**config.mk**
```make
export PLATFORM = sky130hd
export DESIGN_NAME = uart_echo_buf
export DESIGN_NICKNAME = d
export VERILOG_FILES = /design/src/rtl/uart_pkg.sv /design/src/rtl/uart_sync_fifo.sv /design/src/rtl/uart_echo_buf.sv
export SDC_FILE = /design/constraint.sdc
export NUM_CORES = 1
export LEC_CHECK = 0
export BUFFER_PORTS_ARGS = -buffer_cell sky130_fd_sc_hd__buf_4
export CORE_MARGIN = 2
export CORE_UTILIZATION = 40
export DETAILED_ROUTE_END_ITERATION = 8
export PLACE_DENSITY = 0.54
export SLEW_MARGIN = 20
export SYNTH_ARGS = -nofsm -noshare
export SYNTH_HDL_FRONTEND = slang
export SYNTH_SLANG_ARGS = --single-unit
```
**constraint.sdc**
```tcl
create_clock -name sys_clk -period 4.4 [get_ports sys_clk]
set_input_delay 1.1 -clock sys_clk [delete_from_list [all_inputs] [get_ports sys_clk]]
set_output_delay 1.1 -clock sys_clk [all_outputs]
set_load 0.01 [all_outputs]
```
**src/rtl/uart_pkg.sv**
```systemverilog
// Shared definitions for the buffered UART echo core.
//   - parity-mode constants
//   - rx / tx state encodings
//   - bit_cnt(): clock cycles per bit
//   - calc_parity(): parity bit to transmit, or to expect, for a data byte
package uart_pkg;

    localparam int PAR_NONE = 0;
    localparam int PAR_ODD  = 1;
    localparam int PAR_EVEN = 2;

    typedef enum logic [2:0] {
        RX_IDLE   = 3'd0,
        RX_START  = 3'd1,
        RX_DATA   = 3'd2,
        RX_PARITY = 3'd3,
        RX_STOP   = 3'd4
    } rx_state_t;

    typedef enum logic [2:0] {
        TX_IDLE   = 3'd0,
        TX_START  = 3'd1,
        TX_DATA   = 3'd2,
        TX_PARITY = 3'd3,
        TX_STOP   = 3'd4
    } tx_state_t;

    // Clock cycles per bit period (integer division).
    function automatic int bit_cnt(input int clk_freq, input int bps);
        return clk_freq / bps;
    endfunction

    // Parity bit for a zero-extended byte. Odd: data ^ parity == 1.
    // Even: data ^ parity == 0.
    function automatic logic calc_parity(input logic [7:0] data, input int mode);
        logic par;
        if (mode == PAR_ODD) begin
            par = ~(^data);
        end else begin
            par = ^data;
        end
        return par;
    endfunction

endpackage

```
**src/rtl/uart_sync_fifo.sv**
```systemverilog
// Single-clock FIFO used between the rx and tx engines.
// Ports:
//   clk, rst_n      clock, asynchronous active-low reset
//   push, din       write request and data (ignored when full unless popping)
//   pop, dout       read request; dout shows the head entry
//   full, empty     status
//   level           current occupancy, 0..DEPTH
// A push while full succeeds only if a pop happens in the same cycle.
module uart_sync_fifo #(
    parameter int WIDTH = 8,
    parameter int DEPTH = 16
) (
    input  logic                     clk,
    input  logic                     rst_n,
    input  logic                     push,
    input  logic [WIDTH-1:0]         din,
    input  logic                     pop,
    output logic [WIDTH-1:0]         dout,
    output logic                     full,
    output logic                     empty,
    output logic [$clog2(DEPTH):0]   level
);

    localparam int AW    = $clog2(DEPTH);
    localparam int PTR_W = AW + 1;

    logic [WIDTH-1:0] mem_r [DEPTH];
    logic [PTR_W-1:0] wr_ptr_r;
    logic [PTR_W-1:0] rd_ptr_r;
    logic [PTR_W-1:0] level_r;
    logic             full_s;
    logic             empty_s;
    logic             wr_en_s;
    logic             rd_en_s;

    // Status and qualified enables; a same-cycle pop frees a full slot first.
    always_comb begin
        full_s  = (wr_ptr_r[AW-1:0] == rd_ptr_r[AW-1:0]) &&
                  (wr_ptr_r[AW] != rd_ptr_r[AW]);
        empty_s = (wr_ptr_r == rd_ptr_r);
        rd_en_s = pop && !empty_s;
        wr_en_s = push && (!full_s || rd_en_s);
    end

    // Storage array; no reset needed, the pointers define validity.
    always_ff @(posedge clk) begin
        if (wr_en_s) begin
            mem_r[wr_ptr_r[AW-1:0]] <= din;
        end
    end

    // Pointers and occupancy.
    always_ff @(posedge clk or negedge rst_n) begin
        if (!rst_n) begin
            wr_ptr_r <= '0;
            rd_ptr_r <= '0;
            level_r  <= '0;
        end else begin
            if (wr_en_s) begin
                wr_ptr_r <= wr_ptr_r + PTR_W'(1);
            end
            if (rd_en_s) begin
                rd_ptr_r <= rd_ptr_r + PTR_W'(1);
            end
            case ({wr_en_s, rd_en_s})
                2'b10:   level_r <= level_r + PTR_W'(1);
                2'b01:   level_r <= level_r - PTR_W'(1);
                default: level_r <= level_r;
            endcase
        end
    end

    assign dout  = mem_r[rd_ptr_r[AW-1:0]];
    assign full  = full_s;
    assign empty = empty_s;
    assign level = level_r;

endmodule

```
**src/rtl/uart_echo_buf.sv**
```systemverilog
// Buffered UART echo: receive frames, drop bad ones, queue good bytes,
// retransmit them.
// Ports:
//   sys_clk, sys_rst_n  clock, asynchronous active-low reset
//   uart_rxd            serial input (asynchronous)
//   uart_txd            serial output, idle high
//   tx_hold             1 = do not start new tx frames
//   rx_parity_err       pulse: byte dropped for bad parity
//   rx_frame_err        pulse: byte dropped for stop bit = 0
//   fifo_overflow       pulse: good byte dropped because the FIFO was full
//   fifo_level          FIFO occupancy
//   tx_busy             high from the start bit to the end of the last stop bit
module uart_echo_buf
    import uart_pkg::*;
#(
    parameter int UART_BPS   = 57600,
    parameter int CLK_FREQ   = 50_000_000,
    parameter int DATA_BITS  = 8,
    parameter int PARITY     = 0,
    parameter int STOP_BITS  = 1,
    parameter int FIFO_DEPTH = 16
) (
    input  logic                        sys_clk,
    input  logic                        sys_rst_n,
    input  logic                        uart_rxd,
    output logic                        uart_txd,
    input  logic                        tx_hold,
    output logic                        rx_parity_err,
    output logic                        rx_frame_err,
    output logic                        fifo_overflow,
    output logic [$clog2(FIFO_DEPTH):0] fifo_level,
    output logic                        tx_busy
);

    localparam int BIT_CNT = bit_cnt(CLK_FREQ, UART_BPS);
    localparam int CNT_W   = (BIT_CNT > 1) ? $clog2(BIT_CNT) : 1;
    localparam logic [CNT_W-1:0] CNT_LAST  = CNT_W'(BIT_CNT - 1);
    localparam logic [CNT_W-1:0] CNT_HALF  = CNT_W'(BIT_CNT / 2);
    localparam logic [2:0]       DATA_LAST = 3'(DATA_BITS - 1);
    localparam logic             STOP_LAST = 1'(STOP_BITS - 1);
    localparam bit               PAR_EN    = (PARITY != PAR_NONE);

    // ---------------- rx ----------------
    logic             rxd_meta_r;
    logic             rxd_sync_r;
    logic             rxd_prev_r;
    logic             rx_fall_s;
    rx_state_t        rx_state_r;
    logic [CNT_W-1:0] rx_cnt_r;
    logic [2:0]       rx_idx_r;
    logic [7:0]       rx_data_r;
    logic             rx_par_r;
    logic             push_r;
    logic [7:0]       push_data_r;
    logic             rx_parity_err_r;
    logic             rx_frame_err_r;

    // ---------------- fifo / tx ----------------
    logic       fifo_full_s;
    logic       fifo_empty_s;
    logic [7:0] fifo_dout_s;
    logic       pop_s;
    logic       fifo_overflow_r;
    tx_state_t        tx_state_r;
    logic [CNT_W-1:0] tx_cnt_r;
    logic [2:0]       tx_idx_r;
    logic             tx_stop_idx_r;
    logic [7:0]       tx_shreg_r;
    logic             tx_par_r;
    logic             uart_txd_r;
    logic             tx_busy_r;

    // Two-flop synchroniser plus one delayed copy for falling-edge detection.
    always_ff @(posedge sys_clk or negedge sys_rst_n) begin
        if (!sys_rst_n) begin
            rxd_meta_r <= 1'b1;
            rxd_sync_r <= 1'b1;
            rxd_prev_r <= 1'b1;
        end else begin
            rxd_meta_r <= uart_rxd;
            rxd_sync_r <= rxd_meta_r;
            rxd_prev_r <= rxd_sync_r;
        end
    end

    assign rx_fall_s = rxd_prev_r & ~rxd_sync_r;

    // Receive FSM. START samples at half a bit; later bits are sampled one
    // full period after that, i.e. mid-bit. STOP evaluates and leaves at
    // mid-stop so the next start edge can be caught immediately.
    always_ff @(posedge sys_clk or negedge sys_rst_n) begin
        if (!sys_rst_n) begin
            rx_state_r      <= RX_IDLE;
            rx_cnt_r        <= '0;
            rx_idx_r        <= 3'd0;
            rx_data_r       <= 8'd0;
            rx_par_r        <= 1'b0;
            push_r          <= 1'b0;
            push_data_r     <= 8'd0;
            rx_parity_err_r <= 1'b0;
            rx_frame_err_r  <= 1'b0;
        end else begin
            push_r          <= 1'b0;
            rx_parity_err_r <= 1'b0;
            rx_frame_err_r  <= 1'b0;
            case (rx_state_r)
                RX_IDLE: begin
                    rx_cnt_r <= '0;
                    rx_idx_r <= 3'd0;
                    if (rx_fall_s) begin
                        rx_state_r <= RX_START;
                        rx_data_r  <= 8'd0;
                    end else begin
                        rx_state_r <= RX_IDLE;
                    end
                end
                RX_START: begin
                    if (rx_cnt_r == CNT_HALF) begin
                        rx_cnt_r   <= '0;
                        rx_state_r <= rxd_sync_r ? RX_IDLE : RX_DATA;
                    end else begin
                        rx_cnt_r <= rx_cnt_r + CNT_W'(1);
                    end
                end
                RX_DATA: begin
                    if (rx_cnt_r == CNT_LAST) begin
                        rx_cnt_r            <= '0;
                        rx_data_r[rx_idx_r] <= rxd_sync_r;
                        if (rx_idx_r == DATA_LAST) begin
                            rx_idx_r   <= 3'd0;
                            rx_state_r <= PAR_EN ? RX_PARITY : RX_STOP;
                        end else begin
                            rx_idx_r <= rx_idx_r + 3'd1;
                        end
                    end else begin
                        rx_cnt_r <= rx_cnt_r + CNT_W'(1);
                    end
                end
                RX_PARITY: begin
                    if (rx_cnt_r == CNT_LAST) begin
                        rx_cnt_r   <= '0;
                        rx_par_r   <= rxd_sync_r;
                        rx_state_r <= RX_STOP;
                    end else begin
                        rx_cnt_r <= rx_cnt_r + CNT_W'(1);
                    end
                end
                RX_STOP: begin
                    if (rx_cnt_r == CNT_LAST) begin
                        rx_cnt_r   <= '0;
                        rx_state_r <= RX_IDLE;
                        if (!rxd_sync_r) begin
                            rx_frame_err_r <= 1'b1;
                        end else if (PAR_EN && (calc_parity(rx_data_r, PARITY) != rx_par_r)) begin
                            rx_parity_err_r <= 1'b1;
                        end else begin
                            push_r      <= 1'b1;
                            push_data_r <= rx_data_r;
                        end
                    end else begin
                        rx_cnt_r <= rx_cnt_r + CNT_W'(1);
                    end
                end
                default: begin
                    rx_state_r <= RX_IDLE;
                    rx_cnt_r   <= '0;
                end
            endcase
        end
    end

    uart_sync_fifo #(
        .WIDTH (8),
        .DEPTH (FIFO_DEPTH)
    ) u_fifo (
        .clk   (sys_clk),
        .rst_n (sys_rst_n),
        .push  (push_r),
        .din   (push_data_r),
        .pop   (pop_s),
        .dout  (fifo_dout_s),
        .full  (fifo_full_s),
        .empty (fifo_empty_s),
        .level (fifo_level)
    );

    // Pop in IDLE, or in the last cycle of the final stop bit so that
    // consecutive frames leave no idle gap.
    always_comb begin
        pop_s = 1'b0;
        if (((tx_state_r == TX_IDLE) ||
             ((tx_state_r == TX_STOP) && (tx_cnt_r == CNT_LAST) && (tx_stop_idx_r == STOP_LAST))) &&
            !fifo_empty_s && !tx_hold) begin
            pop_s = 1'b1;
        end else begin
            pop_s = 1'b0;
        end
    end

    // Overflow pulse: a push that the FIFO could not take.
    always_ff @(posedge sys_clk or negedge sys_rst_n) begin
        if (!sys_rst_n) begin
            fifo_overflow_r <= 1'b0;
        end else begin
            fifo_overflow_r <= push_r & fifo_full_s & ~pop_s;
        end
    end

    // Transmit FSM. uart_txd and tx_busy are registered and change on the
    // cycle after the decision, so txd falls the cycle after the pop.
    always_ff @(posedge sys_clk or negedge sys_rst_n) begin
        if (!sys_rst_n) begin
            tx_state_r    <= TX_IDLE;
            tx_cnt_r      <= '0;
            tx_idx_r      <= 3'd0;
            tx_stop_idx_r <= 1'b0;
            tx_shreg_r    <= 8'd0;
            tx_par_r      <= 1'b0;
            uart_txd_r    <= 1'b1;
            tx_busy_r     <= 1'b0;
        end else begin
            case (tx_state_r)
                TX_IDLE: begin
                    tx_cnt_r      <= '0;
                    tx_idx_r      <= 3'd0;
                    tx_stop_idx_r <= 1'b0;
                    if (pop_s) begin
                        tx_shreg_r <= fifo_dout_s;
                        tx_par_r   <= calc_parity(fifo_dout_s, PARITY);
                        tx_state_r <= TX_START;
                        uart_txd_r <= 1'b0;
                        tx_busy_r  <= 1'b1;
                    end else begin
                        uart_txd_r <= 1'b1;
                        tx_busy_r  <= 1'b0;
                    end
                end
                TX_START: begin
                    if (tx_cnt_r == CNT_LAST) begin
                        tx_cnt_r   <= '0;
                        tx_state_r <= TX_DATA;
                        uart_txd_r <= tx_shreg_r[0];
                        tx_shreg_r <= {1'b0, tx_shreg_r[7:1]};
                    end else begin
                        tx_cnt_r <= tx_cnt_r + CNT_W'(1);
                    end
                end
                TX_DATA: begin
                    if (tx_cnt_r == CNT_LAST) begin
                        tx_cnt_r <= '0;
                        if (tx_idx_r == DATA_LAST) begin
                            tx_idx_r <= 3'd0;
                            if (PAR_EN) begin
                                tx_state_r <= TX_PARITY;
                                uart_txd_r <= tx_par_r;
                            end else begin
                                tx_state_r <= TX_STOP;
                                uart_txd_r <= 1'b1;
                            end
                        end else begin
                            tx_idx_r   <= tx_idx_r + 3'd1;
                            uart_txd_r <= tx_shreg_r[0];
                            tx_shreg_r <= {1'b0, tx_shreg_r[7:1]};
                        end
                    end else begin
                        tx_cnt_r <= tx_cnt_r + CNT_W'(1);
                    end
                end
                TX_PARITY: begin
                    if (tx_cnt_r == CNT_LAST) begin
                        tx_cnt_r   <= '0;
                        tx_state_r <= TX_STOP;
                        uart_txd_r <= 1'b1;
                    end else begin
                        tx_cnt_r <= tx_cnt_r + CNT_W'(1);
                    end
                end
                TX_STOP: begin
                    if (tx_cnt_r == CNT_LAST) begin
                        tx_cnt_r <= '0;
                        if (tx_stop_idx_r == STOP_LAST) begin
                            tx_stop_idx_r <= 1'b0;
                            if (pop_s) begin
                                tx_shreg_r <= fifo_dout_s;
                                tx_par_r   <= calc_parity(fifo_dout_s, PARITY);
                                tx_state_r <= TX_START;
                                uart_txd_r <= 1'b0;
                            end else begin
                                tx_state_r <= TX_IDLE;
                                uart_txd_r <= 1'b1;
                                tx_busy_r  <= 1'b0;
                            end
                        end else begin
                            tx_stop_idx_r <= tx_stop_idx_r + 1'b1;
                        end
                    end else begin
                        tx_cnt_r <= tx_cnt_r + CNT_W'(1);
                    end
                end
                default: begin
                    tx_state_r <= TX_IDLE;
                    uart_txd_r <= 1'b1;
                    tx_busy_r  <= 1'b0;
                end
            endcase
        end
    end

    assign uart_txd      = uart_txd_r;
    assign tx_busy       = tx_busy_r;
    assign rx_parity_err = rx_parity_err_r;
    assign rx_frame_err  = rx_frame_err_r;
    assign fifo_overflow = fifo_overflow_r;

endmodule

```
After elaboration in Yosys (flattened, before gate mapping)
Memories as Yosys holds them, arrays and structs flattened. Cells that the tools add are included.

Flip-flop bits (word level): 80. Bits in latches: 0. RAM bits: 128. Bits in read-only memories: 0. Input bits: 4. Output and inout port bits: 10. Logic and storage cells: 174. Memories: 1.

$add $sub $neg: 9. Multiply operators: 0. Div/mod/pow operators: 0. Magnitude comparators: 2. Eq/ne operators: 33. Shifts and indexed selects: 0. Mux-type cells: 67. Bitwise logic cells: 7. Reduce and logical (&&, ||, !) cells: 34.

Memories: u_fifo.mem_r (depth 16, bits a word 8, rd ports 1, clocked after memory_dff 0, wr ports 1, RTL line uart_sync_fifo.sv:27) `logic [WIDTH-1:0] mem_r [DEPTH];`.

Operators by type and width (count): 8-bit two-way mux (8); 3-bit two-way mux (16); 10-bit case mux with 2 select lines (2); 8-bit case mux with 4 select lines (1); 10-bit two-way mux (3); 3-bit case mux with 5 select lines (2); 2-bit inequality test, second input constant (14); 1-bit two-way mux (25); 10-bit by 1-bit adder with 10-bit output, second input constant (2); 10-bit equality test, second input constant (2); 8-bit case mux with 2 select lines (1); 5-bit by 1-bit adder with 5-bit output, second input constant (3); 3-bit by 2-bit equality test with 1-bit output, second input constant (4); 3-bit equality test, second input constant (4); 3-bit case mux with 2 select lines (2); 10-bit by 9-bit equality test with 1-bit output, second input constant (1); 5-bit case mux with 2 select lines (1); 5-bit AND reduction (2); 2-bit nonzero test (5); 8-bit bitwise mux (1); 1-bit logical AND (8); 7-bit AND reduction (1); 3-bit by 1-bit adder with 3-bit output, second input constant (2); 3-bit by 1-bit equality test with 1-bit output, second input constant (2); 27 further kinds (40).

Logic depth before layout (Yosys ltp)
Gate-level depths: netlist (run 1).

Word-level depth: 12. Mapped depth: 14.

Hierarchy
Synthesis (run 1) repeated with hierarchy kept, for this count alone.

Cell total of the unflattened synthesis: 658. Area total of the unflattened synthesis: 9417.8 µm².

By module, submodules not included: uart_sync_fifo (times used 1, cells an instance 278, area an instance 5803.1 µm²); uart_echo_buf (times used 1, cells an instance 380, area an instance 3614.7 µm²).

Worst setup path after synthesis (run 1)
Ideal clock, no wire load.

Path kind: input to register. Start: input tx_hold. End: register u_fifo.level_r[4], in the netlist u_fifo.level[4]. Library setup time: 80 ps. Arrival: 3533 ps. Setup slack: 787 ps. Stages on the path: 11. Cell sequence: or3_1 a211oi_2 ha_1 clkbuf_1 xor2_1 ha_1 o21a_1 o22a_1 a21oi_1 mux2i_1 xnor2_1.

Cells in the longest elaborated chain, start to end: 8. Elaborated cells between the ends (all ways): 10.

Ends and longest elaborated chain: start: declaration (RTL line uart_echo_buf.sv:27) `input logic tx_hold,`; 1-bit logical NOT * (RTL line uart_echo_buf.sv:193) `!fifo_empty_s && !tx_hold) begin`; 1-bit logical AND * (RTL line uart_echo_buf.sv:193); 1-bit two-way mux * (RTL line uart_echo_buf.sv:191) `if (((tx_state_r == TX_IDLE) ||`; 1-bit logical AND * (RTL line uart_sync_fifo.sv:41) `rd_en_s = pop && !empty_s;`; named net u_fifo.rd_en_s (RTL line uart_sync_fifo.sv:34) `logic rd_en_s;`; 1-bit logical OR (RTL line uart_sync_fifo.sv:42) `wr_en_s = push && (!full_s || rd_en_s);`; 1-bit logical AND (RTL line uart_sync_fifo.sv:42); 2-bit by 1-bit equality test with 1-bit output or 2-bit equality test (tied branches) (RTL line uart_sync_fifo.sv:65) `case ({wr_en_s, rd_en_s})`; 5-bit case mux with 2 select lines or 2-bit nonzero test (tied branches); end signal: assignment (RTL line uart_sync_fifo.sv:66) `2'b10: level_r <= level_r + PTR_W'(1);`; end signal: assignment (RTL line uart_sync_fifo.sv:67) `2'b01: level_r <= level_r - PTR_W'(1);`; end signal: assignment (RTL line uart_sync_fifo.sv:68) `default: level_r <= level_r;`; end: declaration (RTL line uart_sync_fifo.sv:30) `logic [PTR_W-1:0] level_r;`.

The timed path passes the listed nets; every way through them passes the cells marked *. A chain may end at the register's enable or synchronous reset.

Worst setup path in the final report (run 1)
Start: register tx_cnt_r[0]. End: register u_fifo.level_r[4], in the netlist u_fifo.level[4].

Cells in the longest elaborated chain, start to end: 12. Elaborated cells between the ends (all ways): 14.

Ends and longest elaborated chain: start: declaration (RTL line uart_echo_buf.sv:65) `logic [CNT_W-1:0] tx_cnt_r;`; start signal: assignment (RTL line uart_echo_buf.sv:245) `tx_cnt_r <= tx_cnt_r + CNT_W'(1);`; start signal: assignment (RTL line uart_echo_buf.sv:266) `tx_cnt_r <= tx_cnt_r + CNT_W'(1);`; start signal: assignment (RTL line uart_echo_buf.sv:275) `tx_cnt_r <= tx_cnt_r + CNT_W'(1);`; 10-bit equality test * (RTL line uart_echo_buf.sv:192) `((tx_state_r == TX_STOP) && (tx_cnt_r == CNT_LAST) && (tx_stop_idx_r == STOP_LAST))) &&`; 1-bit logical AND * (2 in series) (RTL line uart_echo_buf.sv:192); 1-bit logical OR * (RTL line uart_echo_buf.sv:191); 1-bit logical AND * (RTL line uart_echo_buf.sv:192); 1-bit logical AND * (RTL line uart_echo_buf.sv:193); 1-bit two-way mux * (RTL line uart_echo_buf.sv:191); 1-bit logical AND * (RTL line uart_sync_fifo.sv:41); 1-bit logical OR (RTL line uart_sync_fifo.sv:42); 1-bit logical AND (RTL line uart_sync_fifo.sv:42); 2-bit by 1-bit equality test with 1-bit output or 2-bit equality test (tied branches) (RTL line uart_sync_fifo.sv:65); 5-bit case mux with 2 select lines or 2-bit nonzero test (tied branches).

Every way passes the cells marked *; elsewhere a longest branch is shown, timed or not.

==> flow_summary.toml, run 1 <==
[run_status]
status = "finished clean"

[grt]
grt.total_usage = 0.1583
grt_first_pass_wirelength_mm = 29.66
grt_antenna_before_repair = 0
grt_start_max_net_pins = 80
grt_remaining_overflow = 0
grt_pass1_vias = 5309

[drt]
met1_length_mm = 8.430
drt_wl_total_mm = 18.56
viasPerCell = 5.449
drc_errors = 0
ant_nets = 0
vias = 5171
drtIter0Drc = 278
route.met2.wl_mm = 9.091
drt-wirelength-per-cell_um = 19.55
dr_wl_met3_um = 594
routed.top_layer = "met4"
first_pass_iters = 4

[critical_path]
cp_max_fo = 8
rrSetupSlack_ns = 0.86
path_class = "reg -> reg"
arrival_ns = 3.97
cp_slowest_cell = "dfrtp_1"
cp.required_ns = 4.83
endpoint_kind = "flip-flop"
cpLargestDelayFamily = "compound AO/OA/AOI/OAI gates"
start_kind = "flip-flop"
cp_cell_sequence = "ha_1 > nor3b_1 > a41oi_1 > o211ai_2 > nand2_1 > ha_1 > xor2_1 > ha_1 > o21a_1 > o22a_1 > a21oi_1 > mux2i_1 > xnor2_1"
cp_common_cell = "ha_1"
cpPeakStageDelay_ns = 0.43
timing.critical_path.buf_inv = 0

[power]
p_int_mw = 3.729
power_frac_comb = 0.185
cellPowerDensity_mw_per_mm2 = 502.9
seq_power_share = 0.446
power_frac_clock = 0.369
peakVddDrop_mv = 0.2906
p_leak_nw = 4.171
p_switching_mw = 1.430
sw_frac_of_total = 0.2772

[place]
gp_congestion = 0.8036
dpl_cell_area_mm2 = 0.009499
port_buffers = 12
post-dp-hpwl_mm = 11.67

[synthesis]
ys_warn_count = 0
synthArstFlopShare = 0.3816
synthCells = 627
syn_area_mm2 = 0.009084
synth_cell_types = 65
synth_area_per_cell_um2 = 14.49
synth_area_leaders = "edfxtp_1 (42%), dfrtp_1 (21%), mux4_2 (4.5%)"
yosys.area.top_type = "edfxtp_1"
synth_top_area_frac = 0.4231
seq_area_frac_synth = 0.6413
synth_fp_nets = 647
synthFlopType = "edfxtp_1"
synth-seq-cells = 207
synth-edff-count = 128

[cells_and_area]
final_common_cell = "edfxtp_1"
drive_gt1_frac = 0.2078
antenna_cells = 0
fin_nets = 667
stdcell_area_mm2 = 0.01026
mostFrequentLayoutCells = "edfxtp_1 (128), dfrtp_1 (74), nor2_1 (55), mux2_2 (32), buf_4 (26)"
syn2layout_area_growth_pct = 12.93

[clock_tree]
cts_resized = 0
cts_htree_levels = 1
cts_setup_buffers = 0
cts_buffer_depth = 3
cts_hold_buf = 0
cts_tree = "done"
cts_inserted_buffers = 23
path_clk_slew_ns = 0.06
insertion_delay_ns = 0.51
cts-root-buf = "clkbuf_16"
cts_sinks = 207

[sta]
slew_headroom = 0.3761
timing.setup.tns_ns = 0
hold_slack_ns = 0.3584
slew_violations = 0
setup_viol = 0
fmax_ghz = 0.2825
fin_crit_sh = 0.8044
hold_viol_final = 0
skew_ns = 0.01306
grt_setup_unrepaired = "false"
tightestPinTransition_ns = 0.9123
period_needed_ns = 3.539

[floorplanning]
io_pins = 14
die_w_um = 154.7
die_area_mm2 = 0.02393
initial_core_util = 0.4049
row_count = 55
core_region_area_mm2 = 0.02243
fp.dieH_um = 154.7

[job]
cap_viol_max_count = 0

[hold_path]
hold_class = "reg -> reg"
sequential cells by signal, summed over array words and instances, names as in the netlist:
register and count:
rxd_sync_r 1, push_r 1, tx_idx_r 3, rx_idx_r 3, rx_data_r 8, tx_state_r 3
u_fifo.rd_ptr_r 5, rx_state_r 3, tx_cnt_r 10, tx_shreg_r 8, rxd_meta_r 1, rxd_prev_r 1
fifo_overflow 1, u_fifo.mem_r 128, u_fifo.level 5, rx_cnt_r 10, push_data_r 8, rx_frame_err 1
uart_txd 1, u_fifo.wr_ptr_r 5, tx_busy 1
final timing paths:
check	startpoint	end	cells after the start
hold / removal	rxd_meta_r$_DFF_PN1_	rxd_sync_r$_DFF_PN1_	0
setup reg to reg	tx_cnt_r[0]$_DFFE_PN0P_	u_fifo.level[4]$_DFFE_PN0P_	13
max in group asynchronous	sys_rst_n	u_fifo.rd_ptr_r[1]$_DFFE_PN0P_	1
min in group asynchronous	sys_rst_n	rx_cnt_r[2]$_DFF_PN0_	1
setup / recovery	tx_cnt_r[0]$_DFFE_PN0P_	u_fifo.level[4]$_DFFE_PN0P_	13
hold reg to reg	rxd_meta_r$_DFF_PN1_	rxd_sync_r$_DFF_PN1_	0
cell usage after synthesis (2+ instances only):
cell,number
a21oi_1,10
a221o_1,7
o21a_1,3
ha_1,16
buf_1,2
mux2_2,32
xor2_1,23
clkbuf_1,17
mux4_2,18
a2111oi_0,7
nor3b_1,3
edfxtp_1,128
and3_1,5
nor3_1,10
or3_1,3
mux2i_1,10
xnor2_1,15
dfrtp_1,75
o31ai_1,2
dfstp_2,4
a211oi_1,10
a32o_1,3
nand3_1,16
nand2_1,23
nand2b_1,8
o21ai_1,2
a21o_1,2
inv_1,7
o22ai_1,8
nand4_1,8
or2_2,3
nor2_1,55
nor4_1,2
a22o_1,15
mux2_4,8
o21ai_0,17
buf_2,11
nor2b_1,12
layout make-up:
type,count,area [um2]
fill,1984,12180
sequential,207,5827
clock buffer,34,654.4
tap,285,356.6
inverter,7,26.28
clock inverter,8,101.3
timing repair buffer,27,206.4
multi-input combinational,381,3087
logic make-up (layout without fill, tap and decap cells):
logic type / after synthesis / after routing / share of synthesized area
flops: 207 / 207 / 0.6413
simple gates: 158 / 158 / 0.09022
compound gates: 100 / 100 / 0.08196
mux: 68 / 68 / 0.1085
buf+inv: 39 / 76 / 0.01887
xor+xnor: 38 / 38 / 0.03664
fa+ha+maj: 16 / 16 / 0.02204
other cells: 1 / 1 / 0.0004128
power groups by stage:
stage	Combinational (mW)	Clock, mW	Sequential, mW
CTS	0.979	1.96	2.29
finish	0.956	1.90	2.30
floorplan	0.753	0	2.29
global route	1.06	2.03	2.31
detailed placement	0.976	0	2.33
global placement	0.960	0	2.32
metal layers:
metal	GRT usage	vias to the layer above
met4	0.04321	0
li1	-	2425
met1	0.2124	2641
met3	0.02298	29
met2	0.2706	76
met5	0	-
through the flow:
step | cells | setup slack, ns | total power, mW | utilization
detailed placement | 907 | 0.5862 | 3.310 | 0.4234
global placement | 907 | 0.6170 | 3.284 | 0.4234
global route | 949 | 0.4971 | 5.409 | 0.4573
finish | 949 | 0.8607 | 5.160 | 0.4573
CTS | 949 | 0.8454 | 5.230 | 0.4571
floorplan | 627 | 0.7867 | 3.046 | -
(Power assumes the default switching activity.)
==> inputs of run 2 (changes only) <==
--- a/config.mk
+++ b/config.mk
@@ -9,7 +9,7 @@
 export CORE_MARGIN = 2
 export CORE_UTILIZATION = 40
 export DETAILED_ROUTE_END_ITERATION = 8
-export PLACE_DENSITY = 0.54
+export PLACE_DENSITY = 0.56
 export SLEW_MARGIN = 20
 export SYNTH_ARGS = -nofsm -noshare
 export SYNTH_HDL_FRONTEND = slang
==> constraint.sdc (replaced) <==
create_clock -name sys_clk -period 2.9 [get_ports sys_clk]
set_input_delay 0.725 -clock sys_clk [delete_from_list [all_inputs] [get_ports sys_clk]]
set_output_delay 0.725 -clock sys_clk [all_outputs]
set_load 0.01 [all_outputs]
==> run 2 against run 1 <==
Register-to-register slack got worse by 0.75 ns. Clock power rose by 55%. Critical path type unchanged. Hold slack got worse by 0.030 ns. Sequential share of layout area fell by 1.9 points. Non-clock buffer count rose by 33. Critical endpoint unchanged.
==> flow_summary.toml, run 2 (synthesis results as in run 1) <==
[run_status]
status = "finished clean"

[grt]
grt_remaining_overflow = 0
gr-usage-met1 = 0.2208
gr-usage-met2 = 0.2795
grt_start_max_net_pins = 64
grt_antenna_before_repair = 0
grt_first_pass_wirelength_mm = 30.59
grt_pass1_vias = 5557
grt.busiest_layer = "met2"
grt.total_usage = 0.1624
grt.met3_usage = 0.02073

[sta]
hold_slack_ns = 0.3288
tightestPinTransition_ns = 0.7895
slew_headroom = 0.4601
setup_viol = 0
fmax_ghz = 0.3587
slew_violations = 0
hold_viol_final = 0
fin_crit_sh = 0.9614
skew_ns = 0.02003
setup_slack_ns = 0.1119
period_needed_ns = 2.788
timing.setup.tns_ns = 0

[cells_and_area]
largest_reg_flops = 128
stdcell_area_mm2 = 0.01061
mostFrequentLayoutCells = "edfxtp_1 (128), dfrtp_1 (74), buf_4 (59), nor2_1 (55), mux2_2 (32)"
final_common_cell = "edfxtp_1"
finalNonFillerCells = 982
post-route-util = 0.4728
fin_nets = 700
syn2layout_area_growth_pct = 16.76
antenna_cells = 0
drive_gt1_frac = 0.2554

[floorplanning]
die_area_mm2 = 0.02393
initial_core_util = 0.4049
core_region_area_mm2 = 0.02243
row_count = 55
io_pins = 14
die_w_um = 154.7
fp.dieH_um = 154.7

[clock_tree]
cts_buffer_depth = 3
insertion_delay_ns = 0.51
cts_htree_levels = 1
cts_inserted_buffers = 23
path_clk_slew_ns = 0.06
cts_tree = "done"
cts_sinks = 207
cts_hold_buf = 0
cts-root-buf = "clkbuf_16"

[critical_path]
timing.rr.end = "u_fifo.level[4]$_DFFE_PN0P_"
cp_max_fo = 4
path_class = "reg -> reg"
r2r-start = "tx_cnt_r[0]$_DFFE_PN0P_"
rrSetupSlack_ns = 0.11
cp.required_ns = 3.32
arrival_ns = 3.21
rr_worst_depth = 13
start_kind = "flip-flop"
endpoint_kind = "flip-flop"

[drt]
viasPerCell = 5.386
ant_nets = 0
vias = 5289
drt-wirelength-per-cell_um = 19.07
first_pass_iters = 7
drt_wl_total_mm = 18.73
drtIter0Drc = 262
drc_errors = 0

[hold_path]
hold_class = "in -> async"

[place]
port_buffers = 12
dp.cells = 932
gp_congestion = 0.8227
dp_slack_ns = -0.05801
post-dp-hpwl_mm = 12.11
dpl_cell_area_mm2 = 0.009762

[power]
peakVddDrop_mv = 0.4290
seq_power_share = 0.431
p_int_mw = 5.823
sw_frac_of_total = 0.2782
power_frac_comb = 0.203
p_leak_nw = 4.344
p_switching_mw = 2.245
power_frac_clock = 0.366
cellPowerDensity_mw_per_mm2 = 760.7
finalPower_mw = 8.068

[job]
cap_viol_max_count = 0
## run 2: changes by cell type in the layout (fill, tap and decap cells not counted), sizes merged
| cell | change |
|---|---|
| clkinv | +6 |
| bufinv | +2 |
| clkinvlp | +2 |
| buf | +33 |
| clkbuf | -9 |
| inv | -1 |
## run 2: worst max path at each step
stage | startpoint | to | slack [ns] | cells after the start
6_report | tx_cnt_r[0]$_DFFE_PN0P_ | u_fifo.level[4]$_DFFE_PN0P_ | 0.11 | 13
5_1_grt | tx_cnt_r[1]$_DFFE_PN0P_ | u_fifo.level[4]$_DFFE_PN0P_ | -0.03 | 13
4_1_cts | tx_cnt_r[1]$_DFFE_PN0P_ | u_fifo.level[4]$_DFFE_PN0P_ | 0.04 | 13
3_5_place_dp | tx_hold | u_fifo.level[4]$_DFFE_PN0P_ | -0.06 | 12
3_3_place_gp | tx_hold | u_fifo.level[4]$_DFFE_PN0P_ | -0.07 | 12
2_1_floorplan | tx_hold | u_fifo.level[4]$_DFFE_PN0P_ | -0.13 | 12
## run 2: power by group through the flow
stage	Sequential, mW	Combinational, mW	Clock [mW]
2_1_floorplan	3.49	1.17	0
3_3_place_gp	3.51	1.57	0
3_5_place_dp	3.53	1.61	0
4_1_cts	3.47	1.62	3.03
5_1_grt	3.51	1.81	3.16
6_report	3.48	1.64	2.95
## run 2: final cells by class
cell class | count | area, um2
clock buffer | 25 | 583.1
clock inverter | 17 | 187.7
fill | 1971 | 11830
inverter | 7 | 26.28
multi-input combinational | 381 | 3172
sequential | 207 | 5827
tap | 285 | 356.6
timing repair buffer | 60 | 454.2
## run 2: routing by layer
metal / share of wire / routed length, um / vias to the layer above
met1: 0.45 / 8403 / 2684
met3: 0.032 / 597 / 25
met5: 0 / 0 / -
met4: 0.016 / 295 / 0
met2: 0.50 / 9435 / 83
li1: - / - / 2497
## run 2: worst max-delay path, stage by stage (launching register included)
cell and delay (ns):
dfrtp_1 0.40, ha_4 0.16, nor3b_4 0.24, a41oi_4 0.18, buf_6 0.17, a211oi_4 0.26, ha_4 0.18, xor2_1 0.06
ha_2 0.19, o21a_1 0.16, o22a_1 0.20, a21oi_2 0.14, mux2i_1 0.23, xnor2_1 0.13
## run 2: repair_timing
action | CTS | global route
endpoints found under the setup margin | 0 | 1
gates resized for setup | 0 | 3
setup buffers | 0 | 8
endpoints found under the hold margin | 0 | 0
==> inputs of run 3 (changes only) <==
--- a/config.mk
+++ b/config.mk
@@ -6,10 +6,13 @@
 export NUM_CORES = 1
 export LEC_CHECK = 0
 export BUFFER_PORTS_ARGS = -buffer_cell sky130_fd_sc_hd__buf_4
+export CELL_PAD_IN_SITES_DETAIL_PLACEMENT = 0
+export CELL_PAD_IN_SITES_GLOBAL_PLACEMENT = 1
+export CORE_ASPECT_RATIO = 1.2
 export CORE_MARGIN = 2
 export CORE_UTILIZATION = 40
 export DETAILED_ROUTE_END_ITERATION = 8
-export PLACE_DENSITY = 0.56
+export PLACE_DENSITY = 0.64
 export SLEW_MARGIN = 20
 export SYNTH_ARGS = -nofsm -noshare
 export SYNTH_HDL_FRONTEND = slang
==> run 3 against run 2 <==
Clock power decreased by 6%. First-iteration DRC count grew 44%. Count of clock-buffer cells in the layout is 1 higher. Sequential share of layout area grew 0.72 points. Cell count down 1.8%. Total power is 3.0% lower. Routed wire length is 0.49% higher. Hold slack got worse by 0.096 ns. Fmax rose by 0.44%. Critical path depth stayed put. Via count rose by 0.51%. Clock skew down 0.010 ns. Critical path type unchanged.
==> flow_summary.toml, run 3 (synthesis results as in run 1) <==
[floorplanning]
core_region_area_mm2 = 0.02237
die_w_um = 141.6
row_count = 60
io_pins = 14
fp.dieH_um = 169.1
die_area_mm2 = 0.02394
initial_core_util = 0.4060

[place]
gp_congestion = 0.8261
dpl_cell_area_mm2 = 0.009732
dp_slack_ns = -0.06862
port_buffers = 12
post-dp-hpwl_mm = 12.09

[sta]
period_needed_ns = 2.776
hold_viol_final = 0
slew_violations = 0
grt_setup_unrepaired = "true"
fmax_ghz = 0.3602
slew_headroom = 0.4425
setup_viol = 0
tightestPinTransition_ns = 0.8152
skew_ns = 0.009725
fin_crit_sh = 0.9572
setup_slack_ns = 0.1240

[power]
p_leak_nw = 4.262
finalPower_mw = 7.824
p_switching_mw = 2.251
p_int_mw = 5.573
cellPowerDensity_mw_per_mm2 = 747.3
peakVddDrop_mv = 0.4815
seq_power_share = 0.443
power_frac_comb = 0.201
power_frac_clock = 0.356
sw_frac_of_total = 0.2877

[cells_and_area]
final_common_cell = "edfxtp_1"
fin_nets = 689
antenna_cells = 0
stdcell_area_mm2 = 0.01047
mostFrequentLayoutCells = "edfxtp_1 (128), dfrtp_1 (74), nor2_1 (55), buf_4 (49), mux2_2 (32)"
largest_reg_flops = 128
fillers = 1980
drive_gt1_frac = 0.2482
syn2layout_area_growth_pct = 15.26

[critical_path]
cp_max_fo = 3
endpoint_kind = "flip-flop"
start_kind = "flip-flop"
path_class = "reg -> reg"
arrival_ns = 3.21
cp.required_ns = 3.33

[grt]
grt.total_usage = 0.1638
grt_start_max_net_pins = 80
grt_remaining_overflow = 0
grt_antenna_before_repair = 0
grt_pass1_vias = 5458
grt_first_pass_wirelength_mm = 30.47

[drt]
ant_nets = 0
viasPerCell = 5.515
drt-wirelength-per-cell_um = 19.53
first_pass_iters = 4
drc_errors = 0
drtIter0Drc = 376
vias = 5316
drt_wl_total_mm = 18.82

[hold_path]
hold_class = "in -> async"

[clock_tree]
insertion_delay_ns = 0.50
cts_sinks = 207
cts_inserted_buffers = 22
cts_htree_levels = 1
path_clk_slew_ns = 0.06
cts-root-buf = "clkbuf_16"
cts_buffer_depth = 3
cts_tree = "done"
cts_setup_buffers = 0
cts_resized = 0
cts_hold_buf = 0

[job]
cap_viol_max_count = 0

[run_status]
status = "finished clean"
run 3: cell types whose count changed in the layout (fill, tap and decap cells not counted), moves of 2 or more:
cell,change
buf_4,-10
bufinv_16,-3
clkinv_1,-4
clkinv_2,-2
clkinv_4,+2
clkinvlp_4,+3
run 3: final cells by class:
| type | count | area [um2] | area share |
|---|---|---|---|
| clock buffer | 26 | 608.1 | 0.05808 |
| clock inverter | 14 | 118.9 | 0.01135 |
| inverter | 7 | 26.28 | 0.002510 |
| multi-input combinational | 381 | 3162 | 0.3020 |
| sequential | 207 | 5827 | 0.5565 |
| tap | 279 | 349.1 | 0.03334 |
| timing repair buffer | 50 | 379.1 | 0.03621 |
run 3: power by group through the flow:
stage	Combinational [mW]	Clock [mW]	Sequential [mW]
2_1_floorplan	1.17	0	3.49
3_3_place_gp	1.58	0	3.51
3_5_place_dp	1.61	0	3.52
4_1_cts	1.61	2.85	3.47
5_1_grt	1.75	2.97	3.50
6_report	1.57	2.78	3.47
run 3: final timing paths:
path	from	end	slack, ns	depth (start not counted)
worst max-delay path	tx_cnt_r[1]$_DFFE_PN0P_	u_fifo.level[4]$_DFFE_PN0P_	0.12	13
worst min-delay path	sys_rst_n	tx_cnt_r[8]$_DFFE_PN0P_	0.23	1
worst max register to register	tx_cnt_r[1]$_DFFE_PN0P_	u_fifo.level[4]$_DFFE_PN0P_	0.12	13
worst min register to register	rxd_meta_r$_DFF_PN1_	rxd_sync_r$_DFF_PN1_	0.36	0
max in group asynchronous	sys_rst_n	u_fifo.rd_ptr_r[1]$_DFFE_PN0P_	2.10	1
min in group sys_clk	uart_rxd	rxd_meta_r$_DFF_PN1_	0.32	1
run 3: stage by stage:
stage                 util  cells  setup TNS (ns)  hold slack (ns)
detailed placement  0.4350    923        -0.06862           0.3498
floorplan                -    627         -0.1257           0.3452
finish              0.4680    964               0           0.2326
global placement    0.4350    923        -0.06507           0.3485
CTS                 0.4675    963               0           0.3082
global route        0.4680    964        -0.04349           0.2903
run 3: worst max-delay path, cell delays in order, from the launching register on:
cell and delay, ns:
dfrtp_1 0.36, ha_2 0.18, nor3b_4 0.25, a41oi_4 0.19
buf_4 0.19, a211oi_4 0.22, ha_4 0.18, xor2_1 0.07
ha_2 0.20, o21a_1 0.17, o22a_1 0.21, a21oi_2 0.15
mux2i_1 0.22, xnor2_1 0.13
run 3: metal layers:
| layer | wire length [um] | part of all wire | GRT usage |
|---|---|---|---|
| met4 | 278 | 0.015 | 0.03609 |
| met1 | 7938 | 0.42 | 0.2120 |
| met3 | 861 | 0.046 | 0.02320 |
| met5 | 0 | 0 | 0 |
| met2 | 9744 | 0.52 | 0.2932 |
